===== src/rtl/capture_ctrl_pkg.sv =====
// rtl/capture_ctrl_pkg.sv - shared state type and constants for capture_window_ctrl
package capture_ctrl_pkg;

  typedef enum logic [1:0] {
    S_IDLE    = 2'd0,
    S_HUNT1   = 2'd1,
    S_HUNT2   = 2'd2,
    S_CAPTURE = 2'd3
  } state_t;

  localparam logic [15:0] SYNC1_DEFAULT = 16'h00AA;
  localparam logic [15:0] SYNC2_DEFAULT = 16'h0055;
  localparam int          FRAME_CNT_W   = 8;

endpackage


===== src/rtl/sync_hunter.sv =====
// rtl/sync_hunter.sv - SYNC1/SYNC2 header detection for the HUNT1/HUNT2 states
// CAPTURE_TIMEOUT_EN adds the HUNT2 cycle-limit counter and its clock/reset ports.
module sync_hunter
  import capture_ctrl_pkg::*;
#(
  parameter int            DW      = 16,
  parameter logic [DW-1:0] SYNC1   = DW'(SYNC1_DEFAULT),
  parameter logic [DW-1:0] SYNC2   = DW'(SYNC2_DEFAULT),
  parameter int            TIMEOUT = 4
) (
`ifdef CAPTURE_TIMEOUT_EN
  input  logic          clk,
  input  logic          rst_n,
`endif
  input  state_t        state,
  input  logic [DW-1:0] dbus,
  input  logic          dvalid,
  output state_t        hunt_next,
  output logic          hdr_found,
  output logic          hunt_timeout
);

  if (TIMEOUT < 1) begin : g_bad_timeout
    $error("sync_hunter: TIMEOUT must be >= 1");
  end

  logic is_s1, is_s2, in_h2;

  assign is_s1     = dvalid && (dbus == SYNC1);
  assign is_s2     = dvalid && (dbus == SYNC2);
  assign in_h2     = (state == S_HUNT2);
  assign hdr_found = in_h2 && is_s2;

`ifdef CAPTURE_TIMEOUT_EN
  localparam int TW = (TIMEOUT > 1) ? $clog2(TIMEOUT) : 1;
  logic [TW-1:0] tcnt;

  // A SYNC1 in HUNT2 is a fresh header start, so it restarts the count instead of expiring.
  assign hunt_timeout = in_h2 && !is_s1 && !is_s2 && (tcnt == TW'(TIMEOUT - 1));

  always_ff @(posedge clk or negedge rst_n) begin
    if (!rst_n)                              tcnt <= '0;
    else if (!in_h2 || is_s1 || hunt_timeout) tcnt <= '0;
    else                                      tcnt <= tcnt + TW'(1);
  end
`else
  assign hunt_timeout = 1'b0;
`endif

  always_comb begin
    hunt_next = state;
    if (state == S_HUNT1 && is_s1)
      hunt_next = S_HUNT2;
    else if (in_h2 && ((dvalid && !is_s1 && !is_s2) || hunt_timeout))
      hunt_next = S_HUNT1;
  end

endmodule


===== src/rtl/capture_window_ctrl.sv =====
// rtl/capture_window_ctrl.sv - header-triggered capture window sequencer for the capture RAM
// CAPTURE_TIMEOUT_EN enables the HUNT2 timeout inside sync_hunter.
module capture_window_ctrl
  import capture_ctrl_pkg::*;
#(
  parameter int            DW      = 16,
  parameter int            AW      = 8,
  parameter logic [DW-1:0] SYNC1   = DW'(SYNC1_DEFAULT),
  parameter logic [DW-1:0] SYNC2   = DW'(SYNC2_DEFAULT),
  parameter int            TIMEOUT = 4
) (
  input  logic                   CLK,
  input  logic                   RST_N,
  input  logic [DW-1:0]          DBUS,
  input  logic                   DVALID,
  input  logic                   ARM,
  input  logic                   STOP,
  input  logic [AW-1:0]          LEN,
  output logic                   WREN,
  output logic [AW-1:0]          WADDR,
  output logic [DW-1:0]          WDATA,
  output logic                   BUSY,
  output logic                   DONE,
  output logic                   ABORT,
  output logic [FRAME_CNT_W-1:0] FRAME_CNT
);

  state_t        state, state_d, hunt_next;
  logic          hdr_found, hunt_timeout;
  logic [AW-1:0] len_q, beat;
  logic          arm_ok, arm_zero, last_beat;
  logic          wren_d, done_d, abort_d;

  sync_hunter #(
    .DW(DW), .SYNC1(SYNC1), .SYNC2(SYNC2), .TIMEOUT(TIMEOUT)
  ) u_hunter (
`ifdef CAPTURE_TIMEOUT_EN
    .clk          (CLK),
    .rst_n        (RST_N),
`endif
    .state        (state),
    .dbus         (DBUS),
    .dvalid       (DVALID),
    .hunt_next    (hunt_next),
    .hdr_found    (hdr_found),
    .hunt_timeout (hunt_timeout)
  );

  // STOP in IDLE is a no-op but still suppresses ARM.
  assign arm_ok    = (state == S_IDLE) && ARM && !STOP && (LEN != '0);
  assign arm_zero  = (state == S_IDLE) && ARM && !STOP && (LEN == '0);
  assign last_beat = (beat == len_q - AW'(1));

  always_ff @(posedge CLK or negedge RST_N) begin
    if (!RST_N) state <= S_IDLE;
    else        state <= state_d;
  end

  always_comb begin
    state_d = state;
    case (state)
      S_IDLE:           if (arm_ok) state_d = S_HUNT1;
      S_HUNT1, S_HUNT2: begin
        if (STOP)           state_d = S_IDLE;
        else if (hdr_found) state_d = S_CAPTURE;
        else                state_d = hunt_next;
      end
      S_CAPTURE: begin
        if (STOP)                     state_d = S_IDLE;
        else if (DVALID && last_beat) state_d = S_IDLE;
      end
      default:                        state_d = S_IDLE;
    endcase
  end

  always_comb begin
    wren_d  = (state == S_CAPTURE) && DVALID && !STOP;
    done_d  = wren_d && last_beat;
    abort_d = ((state != S_IDLE) && STOP) || arm_zero || (hunt_timeout && !STOP);
  end

  always_ff @(posedge CLK or negedge RST_N) begin
    if (!RST_N) begin
      len_q     <= '0;
      beat      <= '0;
      WREN      <= 1'b0;
      WADDR     <= '0;
      WDATA     <= '0;
      BUSY      <= 1'b0;
      DONE      <= 1'b0;
      ABORT     <= 1'b0;
      FRAME_CNT <= '0;
    end else begin
      WREN  <= wren_d;
      DONE  <= done_d;
      ABORT <= abort_d;
      BUSY  <= (state_d != S_IDLE);
      if (arm_ok) begin
        len_q <= LEN;
        beat  <= '0;
      end else if (wren_d) begin
        beat  <= beat + AW'(1);
      end
      if (wren_d) begin
        WADDR <= beat;
        WDATA <= DBUS;
      end
      if (done_d) FRAME_CNT <= FRAME_CNT + FRAME_CNT_W'(1);
    end
  end

endmodule


===== config.mk =====
export PLATFORM = sky130hd
export DESIGN_NAME = capture_window_ctrl
export DESIGN_NICKNAME = d
export VERILOG_FILES = /design/src/rtl/capture_ctrl_pkg.sv /design/src/rtl/sync_hunter.sv /design/src/rtl/capture_window_ctrl.sv
export SDC_FILE = /design/constraint.sdc
export NUM_CORES = 1
export LEC_CHECK = 0
export BUFFER_PORTS_ARGS = -buffer_cell sky130_fd_sc_hd__buf_2
export CAP_MARGIN = 25
export CORE_MARGIN = 2
export CORE_UTILIZATION = 42
export CTS_BUF_LIST = sky130_fd_sc_hd__clkbuf_8
export CTS_CLUSTER_SIZE = 30
export DETAILED_ROUTE_END_ITERATION = 10
export GPL_TIMING_DRIVEN = 0
export PLACE_DENSITY = 0.71
export SETUP_SLACK_MARGIN = 0.3
export SYNTH_ARGS = -nofsm -noshare
export SYNTH_HDL_FRONTEND = slang
export SYNTH_SLANG_ARGS = --single-unit

===== constraint.sdc =====
create_clock -name CLK -period 1.85 [get_ports CLK]
set_input_delay 0.37 -clock CLK [delete_from_list [all_inputs] [get_ports CLK]]
set_output_delay 0.37 -clock CLK [all_outputs]
set_load 0.03 [all_outputs]

==> insert_results.sql <==
INSERT INTO impl_metrics (metric_group, metric, value, unit) VALUES
('logic_synthesis', 'synth_nets', '246', ''),
('power', 'leakage', '1.85', 'nW'),
('power', 'power.density_cell_area', '894', 'nW/µm²'),
('power', 'ir_drop', '595', 'µV'),
('logic_synthesis', 'postSynth.topFlopCell', 'sky130_fd_sc_hd__dfrtp_1', ''),
('worst_setup_path', 'critPathLaunchType', 'register', ''),
('placed_design', 'port-buffer-count', '64', ''),
('die', 'floorplan.core_area', '5920', 'µm²'),
('logic_synthesis', 'yosys_warnings', '0', ''),
('clocking', 'tritoncts_num_sinks', '54', ''),
('timing', 'tightestPinTransition', '532', 'ps'),
('logic_synthesis', 'synth.yosys.seq_area_share', '52.7', '%'),
('detailed_routing', 'detail_route.drc_violations', '0', ''),
('timing', 'period_needed', '2060', 'ps'),
('detailed_routing', 'firstDrtPassIters', '4', ''),
('timing', 'clock.fmax', '0.486', 'GHz'),
('worst_setup_path', 'criticalPathCategory', 'reg2reg', ''),
('detailed_routing', 'routed_via_density', '5.27', ''),
('timing', 'setup_ws', '-207', 'ps'),
('detailed_routing', 'post_drt_wl_per_cell', '16.8', 'µm'),
('clocking', 'clock_insertion_delay_worst_skew', '320', 'ps'),
('clocking', 'cts-root-to-sink-buffers', '2', ''),
('status', 'outcome', 'finished, violations left', ''),
('timing', 'slew_violations', '0', ''),
('placed_design', 'hpwlAfterDp', '3990', 'µm'),
('global_routing', 'via_count_of_the_first_global_routing_pass', '2048', ''),
('layout', 'final_layout_size_suffix_gt1_share', '54.5', '%'),
('worst_setup_path', 'path_max_fanout', '5', ''),
('layout', 'final_cell_area', '3730', 'µm²'),
('worst_setup_path', 'r2r_cells', '8', ''),
('logic_synthesis', 'synth-edff-count', '0', ''),
('layout', 'number_of_nets_in_the_finished_design', '343', ''),
('clocking', 'path_clk_slew', '100', 'ps'),
('clocking', 'cts_root_buffer', 'sky130_fd_sc_hd__clkbuf_8', ''),
('status', 'violations_in_the_final_reports', 'negative setup slack', ''),
('placed_design', 'place_congestion', '0.811', ''),
('layout', 'antenna-diode-count', '0', ''),
('layout', 'layout.filler_cells', '458', ''),
('logic_synthesis', 'synth_seq_cells', '54', ''),
('logic_synthesis', 'ranking_of_synthesized_cells_by_area', 'sky130_fd_sc_hd__dfrtp_1, sky130_fd_sc_hd__mux2_2, sky130_fd_sc_hd__xnor2_1, sky130_fd_sc_hd__ha_1, sky130_fd_sc_hd__xor2_1', ''),
('job', 'cap_violations', '0', ''),
('layout', 'instances_no_fill', '383', ''),
('logic_synthesis', 'syn_area_per_cell', '12.2', 'µm²'),
('timing', 'fin_worst_skew', '8.71', 'ps'),
('die', 'boundaryPins', '65', ''),
('layout', 'fin_util', '63.1', '%'),
('die', 'core.rowCount', '28', ''),
('timing', 'total_count_of_hold_check_failures_in_the_final_report', '0', ''),
('timing', 'setup_viol', '10', ''),
('detailed_routing', 'finalWirelength', '6440', 'µm'),
('min_path', 'hold_path.class', 'in2reg', ''),
('detailed_routing', 'first_iter_violations', '93', ''),
('clocking', 'cts-htree-levels', '2', ''),
('worst_setup_path', 'cp_data_arrival_time', '2270', 'ps'),
('worst_setup_path', 'worstPathRequired', '2070', 'ps'),
('detailed_routing', 'drtAntennaViolNets', '0', ''),
('logic_synthesis', 'synth_cell_type_count', '38', ''),
('min_path', 'holdPathStages', '2', ''),
('layout', 'area_growth_syn_to_layout', '45.7', '%'),
('worst_setup_path', 'endpoint_kind', 'register', ''),
('global_routing', 'total_routing_usage_reported_by_global_routing', '18.1', '%'),
('global_routing', 'grt_first_pass_wirelength', '9260', 'µm'),
('die', 'fp.dieArea', '6740', 'µm²'),
('timing', 'final.hold.worst_slack', '290', 'ps'),
('layout', 'layout.area.seq', '1350', 'µm²'),
('die', 'fp.dieW', '82.1', 'µm'),
('layout', 'multi_input_area', '1430', 'µm²'),
('logic_synthesis', 'cell_taking_the_most_area_after_synthesis', 'sky130_fd_sc_hd__dfrtp_1', ''),
('placed_design', 'placed_cell_area', '3030', 'µm²'),
('logic_synthesis', 'ys_async_sr_fraction', '100', '%'),
('die', 'floorplan.die.height', '82.1', 'µm');
[cells by family (layout without fill, tap and decap cells)]
family                     after synthesis  after routing  synth area share (%)
muxes                                   31             31                  13.7
AOI/OAI and AO/OA                       18             18                  4.49
buffers and inverters                   12            110                  2.25
xor gates and xnor gates                23             23                  8.40
DFF                                     54             54                  52.7
and+or+nand+nor                         65             65                  15.0
adders and majority gates                7              7                  3.42
[critical path, stage by stage, from the launching register on]
cell                      delay [ps]
sky130_fd_sc_hd__dfrtp_1         430
sky130_fd_sc_hd__inv_2           100
sky130_fd_sc_hd__ha_4            140
sky130_fd_sc_hd__nor3b_4         230
sky130_fd_sc_hd__nand2_1         100
sky130_fd_sc_hd__xnor2_1         270
sky130_fd_sc_hd__and4_4          290
sky130_fd_sc_hd__buf_6           120
sky130_fd_sc_hd__mux2_4          290
[worst paths after layout]
check | start | to | slack, ps
worst max-delay path | len_q[0]$_DFFE_PN0P_ | FRAME_CNT[1]$_DFFE_PN0P_ | -210
worst min-delay path | DBUS[9] | WDATA[9]$_DFFE_PN0P_ | 290
worst max register to register | len_q[0]$_DFFE_PN0P_ | FRAME_CNT[1]$_DFFE_PN0P_ | -210
worst min register to register | FRAME_CNT[7]$_DFFE_PN0P_ | FRAME_CNT[7]$_DFFE_PN0P_ | 490
max in group asynchronous | RST_N | WADDR[0]$_DFFE_PN0P_ | 780
min in group asynchronous | RST_N | len_q[6]$_DFFE_PN0P_ | 540
[area by class of cell]
type | instances | share of cell area (%)
repair buffers | 90 | 16.4
clock buffers | 5 | 1.84
flip-flops and latches | 54 | 36.2
inverters | 5 | 0.637
clock inverters | 3 | 1.27
plain buffers | 7 | 2.85
multi-input cells | 144 | 38.3
well taps | 75 | 2.51
[cells in the final DEF, fill, tap and decap left out, drive strengths merged, types with 5 or more instances in the layout]
cell	netlist	final
ha	7	7
clkbuf	3	9
o21ai	7	7
buf	4	92
dfrtp	54	54
nand2	14	14
nor4	5	5
a21oi	5	5
nor2	11	11
mux2	30	30
xnor2	13	13
xor2	9	9
inv	5	7
nand4	9	9
[per-stage QoR]
step,setup slack [ps],setup TNS [ps]
2_1_floorplan,81.4,0
3_3_place_gp,-147,-757
3_5_place_dp,-175,-1070
4_1_cts,-109,-617
5_1_grt,-298,-2580
6_report,-207,-1610
[flip-flops by register name, summed over array words and instances, names as in the netlist]
name	flops
ABORT	1
BUSY	1
DONE	1
FRAME_CNT	8
WADDR	8
WDATA	16
WREN	1
beat	8
len_q	8
state	2
[report_power, final]
group | total [mW] | switching (mW) | leakage [nW] | internal (mW)
logic | 1.09 | 0.494 | 1.06 | 0.592
registers | 1.42 | 0.143 | 0.735 | 1.28
clock network | 0.832 | 0.419 | 0.0591 | 0.413
total | 3.34 | 1.06 | 1.85 | 2.28
[routing by layer]
| metal | global-route usage (%) | routed length, µm |
|---|---|---|
| met3 | 5.33 | 360 |
| met4 | 6.33 | 119 |
| met5 | 0 | 0 |
| met2 | 31.6 | 3240 |
| met1 | 21.3 | 2730 |
[repair_timing]
action                     CTS  global route
setup endpoints to repair   52            52
pin swaps                    4            15
hold endpoints to repair    16             0
resized for setup           39            53
setup buffers               11             8
cloned                       1             4
hold buffers                 1             0
No activity file was read; power rests on OpenSTA's default activity.
